===== config.mk =====
export PLATFORM = sky130hd
export DESIGN_NAME = mips_div
export DESIGN_NICKNAME = d
export VERILOG_FILES = /design/src/rtl/mips_div_pkg.sv /design/src/rtl/mips_div_step.sv /design/src/rtl/mips_div.sv
export SDC_FILE = /design/constraint.sdc
export NUM_CORES = 1
export LEC_CHECK = 0
export BUFFER_PORTS_ARGS = -buffer_cell sky130_fd_sc_hd__buf_2
export CELL_PAD_IN_SITES_DETAIL_PLACEMENT = 2
export CELL_PAD_IN_SITES_GLOBAL_PLACEMENT = 2
export CORE_MARGIN = 2
export CORE_UTILIZATION = 40
export CTS_BUF_LIST = sky130_fd_sc_hd__clkbuf_2 sky130_fd_sc_hd__clkbuf_4 sky130_fd_sc_hd__clkbuf_8
export DETAILED_ROUTE_END_ITERATION = 10
export PLACE_DENSITY = 0.95
export SETUP_SLACK_MARGIN = 0.4
export SYNTH_ARGS = -nofsm -noshare
export SYNTH_HDL_FRONTEND = slang
export SYNTH_SLANG_ARGS = --single-unit

===== constraint.sdc =====
create_clock -name Clk -period 9.65 [get_ports Clk]
set_input_delay 1.93 -clock Clk [delete_from_list [all_inputs] [get_ports Clk]]
set_output_delay 1.93 -clock Clk [all_outputs]
set_load 0.01 [all_outputs]

===== src/rtl/mips_div_pkg.sv =====
`default_nettype none
// ============================================================================
// Module      : mips_div_pkg
// Description : Shared FSM encodings and handshake constants for mips_div.
// Revision    : 1.0 - initial release
// ============================================================================
package mips_div_pkg;

    typedef enum logic [1:0] {
        DIV_FREE    = 2'b00,
        DIV_BY_ZERO = 2'b01,
        DIV_ON      = 2'b10,
        DIV_END     = 2'b11
    } div_state_e;

    localparam logic DivResultReady    = 1'b1;
    localparam logic DivResultNotReady = 1'b0;
    localparam logic DivStart          = 1'b1;
    localparam logic DivStop           = 1'b0;

endpackage : mips_div_pkg
`default_nettype wire


===== src/rtl/mips_div_step.sv =====
`default_nettype none
// ============================================================================
// Module      : mips_div_step
// Description : One combinational restoring-division step (shift/subtract/select).
// Revision    : 1.0 - initial release
// ============================================================================
module mips_div_step #(
    parameter int DATA_W = 32
) (
    input  logic [DATA_W-1:0] i_rem,
    input  logic              i_bit,
    input  logic [DATA_W-1:0] i_dsor,
    output logic [DATA_W-1:0] o_rem,
    output logic              o_q_bit
);

    logic [DATA_W:0]   w_shift;
    logic [DATA_W-1:0] w_diff_lo;

    assign w_shift   = {i_rem, i_bit};
    // Low bits of the modular difference equal the true difference whenever it is non-negative.
    assign w_diff_lo = w_shift[DATA_W-1:0] - i_dsor;
    assign o_q_bit   = (w_shift >= {1'b0, i_dsor});
    assign o_rem     = o_q_bit ? w_diff_lo : w_shift[DATA_W-1:0];

endmodule : mips_div_step
`default_nettype wire


===== src/rtl/mips_div.sv =====
`default_nettype none
// ============================================================================
// Module      : mips_div
// Description : Multi-cycle signed/unsigned restoring divider with start/annul
//               handshake. Optional divide-by-zero detection: MIPS_DIV_ZERO_DETECT_EN.
// Revision    : 1.0 - initial release
// ============================================================================
module mips_div
    import mips_div_pkg::*;
#(
    parameter int DATA_W = 32
) (
    input  logic                  Clk,
    input  logic                  Rst_n,
    input  logic                  signed_div_i,
    input  logic [DATA_W-1:0]     opdata1_i,
    input  logic [DATA_W-1:0]     opdata2_i,
    input  logic                  start_i,
    input  logic                  annul_i,
    output logic [2*DATA_W-1:0]   result_o,
    output logic                  ready_o,
    output logic                  div_zero_o
);

    localparam int CNT_W = $clog2(DATA_W + 1);
    localparam logic [CNT_W-1:0] c_last_step = CNT_W'(DATA_W - 1);
`ifdef MIPS_DIV_ZERO_DETECT_EN
    localparam logic c_zero_detect = 1'b1;
`else
    localparam logic c_zero_detect = 1'b0;
`endif

    div_state_e            r_state, w_state_nxt;
    logic [CNT_W-1:0]      r_cnt, w_cnt_nxt;
    logic [DATA_W-1:0]     r_rem, w_rem_nxt;
    logic [DATA_W-1:0]     r_dvd, w_dvd_nxt;
    logic [DATA_W-1:0]     r_dsor, w_dsor_nxt;
    logic                  r_neg_q, w_neg_q_nxt;
    logic                  r_neg_r, w_neg_r_nxt;
    logic [2*DATA_W-1:0]   r_result, w_result_nxt;
    logic                  r_ready, w_ready_nxt;
    logic                  r_div_zero, w_div_zero_nxt;

    logic [DATA_W-1:0]     w_op1_abs, w_op2_abs;
    logic                  w_zero_start;
    logic [DATA_W-1:0]     w_step_rem;
    logic                  w_step_q;
    logic [DATA_W-1:0]     w_quot_new;

    assign w_op1_abs    = (signed_div_i && opdata1_i[DATA_W-1]) ? -opdata1_i : opdata1_i;
    assign w_op2_abs    = (signed_div_i && opdata2_i[DATA_W-1]) ? -opdata2_i : opdata2_i;
    assign w_zero_start = c_zero_detect && (opdata2_i == '0);

    // The dividend register shifts out its MSB each step and collects quotient bits at the LSB.
    mips_div_step #(.DATA_W(DATA_W)) u_step (
        .i_rem   (r_rem),
        .i_bit   (r_dvd[DATA_W-1]),
        .i_dsor  (r_dsor),
        .o_rem   (w_step_rem),
        .o_q_bit (w_step_q)
    );

    assign w_quot_new = {r_dvd[DATA_W-2:0], w_step_q};

    always_comb begin
        w_state_nxt    = r_state;
        w_cnt_nxt      = r_cnt;
        w_rem_nxt      = r_rem;
        w_dvd_nxt      = r_dvd;
        w_dsor_nxt     = r_dsor;
        w_neg_q_nxt    = r_neg_q;
        w_neg_r_nxt    = r_neg_r;
        w_result_nxt   = r_result;
        w_ready_nxt    = r_ready;
        w_div_zero_nxt = r_div_zero;
        case (r_state)
            DIV_FREE: begin
                if (start_i == DivStart) begin
                    w_dvd_nxt   = w_op1_abs;
                    w_dsor_nxt  = w_op2_abs;
                    w_rem_nxt   = '0;
                    w_cnt_nxt   = '0;
                    w_neg_q_nxt = signed_div_i & (opdata1_i[DATA_W-1] ^ opdata2_i[DATA_W-1]);
                    w_neg_r_nxt = signed_div_i & opdata1_i[DATA_W-1];
                    w_state_nxt = w_zero_start ? DIV_BY_ZERO : DIV_ON;
                end
            end
            DIV_BY_ZERO: begin
                w_state_nxt    = DIV_END;
                w_result_nxt   = '0;
                w_ready_nxt    = DivResultReady;
                w_div_zero_nxt = c_zero_detect;
            end
            DIV_ON: begin
                w_cnt_nxt = r_cnt + CNT_W'(1);
                w_rem_nxt = w_step_rem;
                w_dvd_nxt = w_quot_new;
                // Last step registers the sign-corrected result directly so ready lands on edge DATA_W.
                if (r_cnt == c_last_step) begin
                    w_state_nxt  = DIV_END;
                    w_ready_nxt  = DivResultReady;
                    w_result_nxt = {(r_neg_r ? -w_step_rem : w_step_rem),
                                    (r_neg_q ? -w_quot_new : w_quot_new)};
                end
            end
            DIV_END: begin
                if (start_i == DivStop) begin
                    w_state_nxt    = DIV_FREE;
                    w_ready_nxt    = DivResultNotReady;
                    w_result_nxt   = '0;
                    w_div_zero_nxt = 1'b0;
                end
            end
            default: w_state_nxt = DIV_FREE;
        endcase
        if (annul_i) begin
            w_state_nxt    = DIV_FREE;
            w_cnt_nxt      = '0;
            w_ready_nxt    = DivResultNotReady;
            w_result_nxt   = '0;
            w_div_zero_nxt = 1'b0;
        end
    end

    always_ff @(posedge Clk or negedge Rst_n) begin
        if (!Rst_n) begin
            r_state    <= DIV_FREE;
            r_cnt      <= '0;
            r_rem      <= '0;
            r_dvd      <= '0;
            r_dsor     <= '0;
            r_neg_q    <= 1'b0;
            r_neg_r    <= 1'b0;
            r_result   <= '0;
            r_ready    <= DivResultNotReady;
            r_div_zero <= 1'b0;
        end else begin
            r_state    <= w_state_nxt;
            r_cnt      <= w_cnt_nxt;
            r_rem      <= w_rem_nxt;
            r_dvd      <= w_dvd_nxt;
            r_dsor     <= w_dsor_nxt;
            r_neg_q    <= w_neg_q_nxt;
            r_neg_r    <= w_neg_r_nxt;
            r_result   <= w_result_nxt;
            r_ready    <= w_ready_nxt;
            r_div_zero <= w_div_zero_nxt;
        end
    end

    assign result_o   = r_result;
    assign ready_o    = r_ready;
    assign div_zero_o = c_zero_detect & r_div_zero;

endmodule : mips_div
`default_nettype wire


== Word level (Yosys, flattened, before mapping) ==
Index checks and enable logic that the tools add are counted.
Storage, ports and cells
  register bits: 171
  bits in latches: 0
  memory bits (writable): 0
  memory bits (read-only): 0
  bits of input ports: 69
  output and inout port bits: 66
  word-level logic and storage cells: 63
  memories kept: 0
Cells by class
  add/sub/neg operators: 6
  multipliers: 0
  div/mod/pow operators: 0
  $lt $le $gt $ge: 1
  equality and inequality tests: 8
  shift operators: 0
  mux-type cells: 25
  bitwise logic cells: 3
  reduce and logical (&&, ||, !) cells: 11
Operators by type and width (count)
  $mux W32: 7
  $mux W64: 3
  $pmux W64 S3: 1
  $neg A32 Y32: 4
  $pmux W32 S2: 2
  $ge A33 B32 Y1: 1
  $sub A32 B32 Y32: 1
  $mux W6: 2
  $pmux W6 S2: 1
  $ne A3 B3 Y1 const B: 3
  $mux W2: 4
  $pmux W2 S4: 1
  $add A6 B1 Y6 const B: 1
  $eq A6 B5 Y1 const B: 1
  $reduce_and A2 Y1: 3
  $reduce_and A3 Y1: 2
  $eq A2 B2 Y1 const B: 2
  $reduce_bool A4 Y1: 1
  $mux W1: 3
  $pmux W1 S3: 1
  $reduce_bool A3 Y1: 1
  $and A1 B1 Y1: 2
  $eq A2 B1 Y1 const B: 1
  $logic_and A1 B1 Y1: 2
  other kinds (4): 4

== Longest topological paths before layout ==
  depth in word-level cells: 7
  gate-level depth with buffers: 21
  depth with buffers taken out: 17

== Modules after synthesis ==
A second synthesis with hierarchy kept.
Unflattened totals
  cells, all modules: 1386
  area, all modules: 11930.2 um2
By module, submodules not included
  mips_div: instances 1, cells each 1063, area an instance 9599.2 um2, seq. area each 4279.1 um2
  mips_div_step: instances 1, cells each 323, area an instance 2331.0 um2, seq. area each 0.0 um2

== Least setup slack after synthesis ==
No wires, ideal clock.
  kind: reg2reg
  start point: reg r_rem[26]
  end point: reg r_result[56] (netlist: result_o[56])
  library setup time: 0.130 ns
  arrival time: 4.546 ns
  data required time: 9.520 ns
  slack: 4.975 ns
  stages on the path, launching flop included: 20
  path buffers: 4
  period minus slack after synthesis: 4.675 ns
  cells stage by stage: dfrtp_1 -> ha_1 -> buf_6 -> and4_4 -> and3_1 -> a221o_1 -> a21oi_4 -> nand2_2 -> buf_2 -> buf_2 -> buf_2 -> o21ai_0 -> ha_1 -> or3b_2 -> or4_1 -> nor2_1 -> a41oi_1 -> o41ai_1 -> xnor2_1 -> o21ai_1
Between the ends
  longest elaborated chain between the ends: 7
RTL lines
  start, declared: RTL line mips_div.sv:35  | logic [DATA_W-1:0] r_rem, w_rem_nxt;
  start signal, assigned: RTL line mips_div.sv:140  | r_rem <= w_rem_nxt;
  $ge A33 B32 Y1 *: RTL line mips_div_step.sv:23  | assign o_q_bit = (w_shift >= {1'b0, i_dsor});
  $mux W32 *: RTL line mips_div_step.sv:24  | assign o_rem = o_q_bit ? w_diff_lo : w_shift[DATA_W-1:0];
  $neg A32 Y32: RTL line mips_div.sv:102  | w_result_nxt = {(r_neg_r ? -w_step_rem : w_step_rem),
  $mux W32 *: RTL line mips_div.sv:102
  $mux W64 *: RTL line mips_div.sv:99  | if (r_cnt == c_last_step) begin
  $pmux W64 S3 *: RTL line mips_div.sv:76  | case (r_state)
  $mux W64 *: RTL line mips_div.sv:116  | if (annul_i) begin
  end signal, assigned: RTL line mips_div.sv:145  | r_result <= w_result_nxt;
  end, declared: RTL line mips_div.sv:40  | logic [2*DATA_W-1:0] r_result, w_result_nxt;
Every way passes the cells marked *; elsewhere a longest branch is shown, timed or not. The select of a mux whose other input is x is not followed.
A chain may end at the register's enable or synchronous reset.

== Worst setup path in the final report ==
  start point: reg r_rem[14]
  end point: reg r_result[54] (netlist: result_o[54])
Between the ends
  longest elaborated chain between the ends: 7
  elaborated cells on any way between the ends: 8
  classes of those cells: add/sub (2); order compare (1); mux (5)
RTL lines (RTL line)
  $sub A32 B32 Y32 / $ge A33 B32 Y1 (equally long branches): mips_div_step.sv:22, mips_div_step.sv:23
  $mux W32 *: mips_div_step.sv:24
  $neg A32 Y32: mips_div.sv:102
  $mux W32 *: mips_div.sv:102
  $mux W64 *: mips_div.sv:99
  $pmux W64 S3 *: mips_div.sv:76
  $mux W64 *: mips_div.sv:116
Marked as above.

==> implementation parameters <==
Parameter                              Value

Cells and area
  Post-layout net count ... 1701
  Final std cell area, no fill ... 13500 um2
  Fraction of final layout cells with drive strength greater than 1 ... 0.1385
  Area delta synth->final ... 10.66%
  Final core utilization ... 0.4520
  Non-filler cells in the finished layout ... 1994

Floorplan
  Effective utilization at floorplan ... 0.4084
  Die X ... 178.7 um
  Cell Rows ... 63
  Num ports ... 135
  Die Span Y ... 178.7 um
  Die Area ... 31920 um2
  Core Region ... 29870 um2

Timing
  Unrepaired setup endpoints after global routing ... no
  TNS Setup ... 0 ps
  Top achievable clock speed ... 157.8 MHz
  Worst slew pin tran ... 1126 ps
  Final setup vio count ... 0
  Worst rel slew slack ... 0.2475
  Count of pins over their slew limit ... 0
  Final clock period utilization by the worst path ... 0.6566
  Setup clock skew after layout ... 27.41 ps
  Post-layout minimum cycle time ... 6336 ps
  Hold Vio Cnt, Final ... 0

Power
  Largest voltage drop on the vdd net ... 0.0004532 V
  Power per unit of standard cell area ... 275.7 nW/um2
  Gate power share ... 0.548
  Sequential cell fraction of total power ... 0.310
  Internal Dissipation ... 1.729 mW
  Cell leakage power ... 5.987 nW
  NetSw ... 1.994 mW
  Pwr Total ... 3.723 mW
  Power share of the clock group ... 0.142
  Share of total power consumed by net switching ... 0.5356

Yosys
  Post-synthesis sequential area ratio ... 0.3507
  Syn avg cell area ... 8.129 um2
  Number of flip-flops and latches in the synthesized netlist ... 171
  Post-synth top flop ... dfrtp_1
  Largest cells by area after synthesis ... dfrtp_1, o21ai_0, nand2_1
  Post-synthesis cell area ... 12200 um2
  Count of warnings emitted by yosys ... 0
  Share of async-settable or async-resettable flops after synthesis ... 1.000
  Synthesized instance count ... 1501
  Post-Syn Nets ... 1612
  Number of enable flip-flop cells after synthesis ... 0
  Area share of the largest cell type after synthesis ... 0.3507
  Post-synthesis cell type with the largest combined area ... dfrtp_1
  Number of unique standard cell types used by synthesis ... 86

Critical path
  Worst-path fanout max ... 35
  Critical Path End Type ... flop
  Endpoint required time on the critical path ... 10030 ps
  Reg-to-Reg Start ... r_rem[14]$_DFFE_PN0P_
  Class of the most critical setup path ... reg2reg
  Startpoint types ... flop
  CP arrival ... 6720 ps
  Worst Reg2Reg Path Length in Cells ... 17
  Worst reg2reg endpoint ... result_o[54]$_DFFE_PN0P_
  Worst reg-to-reg setup slack ... 3310 ps

Global route
  Via count of the first global-routing pass ... 13.95k
  Maximum number of pins on one net before global-route repair ... 92
  Wire length of the first global-routing pass ... 84300 um
  Gr usage total ... 0.3479
  Overflow after GRT ... 0
  Antenna violations before repair ... 1

Placement
  Routability cong. ... 0.9375
  Cell count after placement ... 1961
  Placed cell areas ... 13130 um2
  Number of I/O port buffers ... 133
  HPWL after detailed placement ... 39620 um

Clock tree
  Number of sinks handled by clock tree synthesis ... 171
  Post-cts hold buffer count ... 0
  Clock tree root buffer cell ... clkbuf_8
  Gates resized, CTS repair ... 0
  Post-CTS setup buffer count ... 0
  Total CTS buffers ... 17
  H-Tree Depth ... 4
  Clock latency on the worst-skew pair ... 530 ps
  Clock tree from TritonCTS ... built
  Number of buffers on the longest clock path ... 2
  CTS clk-pin slew, worst paths ... 120 ps

Min path
  Number of instances on the worst hold path ... 2
  Startpoint of the worst hold path ... result_o[55]$_DFFE_PN0P_
  Hold/Removal Path Class ... reg2reg
  Endpoint with the worst hold slack ... result_o[55]$_DFFE_PN0P_

Detailed routing
  Wirelength, routed ... 54220 um
  Vias after detailed routing ... 12.68k
  Per-cell via count in the routed design ... 6.358
  Final antenna-violating net count ... 0
  Drt pass-1 iters ... 8
  Routed length per instance ... 27.19 um
  Starting DRT DRC Count ... 1150
  Post-route DRC ... 0

Run
  Number of violations of the max-capacitance limit ... 0

Outcome
  Run status ... finished clean
==> metal layers <==
metal  share of wire  global-route usage  vias to the layer above
li1                -                   -                     5564
met5               0                   0                        -
met1            0.41              0.4333                     6523
met3           0.054             0.05577                      129
met4           0.038              0.1436                        0
met2            0.49              0.5989                      462
==> area by class of cell <==
cell class                      count  area [um2]
Multi-Input combinational cell   1196        7375
Clock buffer                       18       241.5
Fill cell                        3403       16370
Clock inverter                     14       130.1
Timing Repair Buffer              146       769.5
Antenna cell                        1       2.502
Inverter                           58       217.7
Tap cell                          390       488.0
Sequential cell                   171        4279
==> flip-flops by register name (all words and copies together) (netlist names) <==
| register | cells |
|---|---|
| result_o | 64 |
| r_dsor | 32 |
| r_dvd | 32 |
| r_rem | 32 |
| r_cnt | 6 |
| r_state | 2 |
| r_neg_q | 1 |
| r_neg_r | 1 |
| ready_o | 1 |
==> worst max-delay path by stage <==
stage | start | end | slack [ps]
floorplan | r_rem[26]$_DFFE_PN0P_ | result_o[56]$_DFFE_PN0P_ | 4970
global placement | r_rem[14]$_DFFE_PN0P_ | result_o[54]$_DFFE_PN0P_ | 4210
detailed placement | r_rem[14]$_DFFE_PN0P_ | result_o[56]$_DFFE_PN0P_ | 3700
CTS | r_rem[14]$_DFFE_PN0P_ | result_o[54]$_DFFE_PN0P_ | 3510
global route | r_rem[14]$_DFFE_PN0P_ | result_o[54]$_DFFE_PN0P_ | 3070
finish | r_rem[14]$_DFFE_PN0P_ | result_o[54]$_DFFE_PN0P_ | 3310
==> stage by stage <==
step           setup slack, ps  hold WS (ps)
3_5_place_dp              3701         469.5
2_1_floorplan             4975         449.8
3_3_place_gp              4210         458.3
5_1_grt                   3073         521.0
6_report                  3314         488.4
4_1_cts                   3505         492.7
==> power groups by stage <==
stage                     logic [mW]  clock network [mW]  registers (mW)
final                           2.04               0.528            1.15
after global routing            2.21               0.556            1.18
after CTS                       2.01               0.529            1.15
after detailed placement        1.97                   0            1.15
after global placement          1.80                   0            1.12
after floorplan                 1.27                   0            1.10
==> cells in the mapped netlist, types with 4 or more instances <==
cell	instances
nand2b_1	7
a22o_1	12
a31oi_1	14
o21ai_0	200
mux2i_1	20
o21ai_1	12
xnor2_1	62
o31ai_1	31
xor2_1	73
ha_1	41
a211o_1	4
nand3_1	22
clkbuf_1	51
a31o_2	5
o41ai_1	17
o221ai_1	4
or3_1	28
nor3b_1	6
buf_4	4
or2_2	6
or4_1	9
and3_1	5
buf_2	12
dfrtp_1	171
nor4_1	18
a211oi_1	12
o22ai_1	6
nor2b_1	9
buf_1	6
a21oi_1	107
inv_1	57
a21o_1	10
o211ai_1	12
and2_1	14
nand2_1	234
nand4_1	13
o21a_1	7
nor3_1	32
nor2_1	80
==> logic make-up after synthesis <==
kind of cell,after synthesis,share of synthesized area
other,1,0.0003073
and+or+nand+nor,503,0.1961
xor gates and xnor gates,135,0.09690
AOI/OAI and AO/OA,494,0.2495
buffers and inverters,134,0.04553
muxes,21,0.01733
adders and majority gates,42,0.04368
DFF,171,0.3507
==> placed cells by master (no fill, tap or decap), types with 5 or more instances in the layout <==
| cell | synthesis | final |
|---|---|---|
| or3_1 | 28 | 28 |
| dfrtp_1 | 171 | 171 |
| nor2_1 | 80 | 80 |
| or2_2 | 6 | 6 |
| nand4_1 | 13 | 13 |
| o21ai_0 | 200 | 200 |
| nand3_1 | 22 | 22 |
| buf_2 | 12 | 132 |
| or4_1 | 9 | 9 |
| nor3_1 | 32 | 32 |
| mux2i_1 | 20 | 20 |
| ha_1 | 41 | 40 |
| o21a_1 | 7 | 6 |
| a22o_1 | 12 | 12 |
| a21oi_1 | 107 | 107 |
| and3_1 | 5 | 5 |
| buf_4 | 4 | 13 |
| nor4_1 | 18 | 18 |
| o41ai_1 | 17 | 17 |
| o31ai_1 | 31 | 31 |
| nor3b_1 | 6 | 6 |
| xor2_1 | 73 | 73 |
| a211oi_1 | 12 | 12 |
| o21ai_1 | 12 | 12 |
| nand2b_1 | 7 | 7 |
| nand2_1 | 234 | 233 |
| a21o_1 | 10 | 9 |
| xnor2_1 | 62 | 62 |
| a31oi_1 | 14 | 14 |
| inv_1 | 57 | 57 |
| a31o_2 | 5 | 5 |
| and2_1 | 14 | 14 |
| clkbuf_8 | 0 | 17 |
| o211ai_1 | 12 | 12 |
| o22ai_1 | 6 | 6 |
| nor2b_1 | 9 | 9 |
==> worst max-delay path: stages (launching register included) <==
cell,delay [ps]
dfrtp_1,460
ha_1,600
nand2_1,200
o21ai_1,510
o21ai_0,260
a31o_2,330
nand2_2,440
buf_4,500
nand2_1,110
o21ai_0,190
ha_1,290
or3b_2,510
or4_1,430
nor2_1,170
a41oi_1,180
o41ai_1,670
xnor2_1,200
o21ai_1,80
Power figures use the tool's default switching activity.
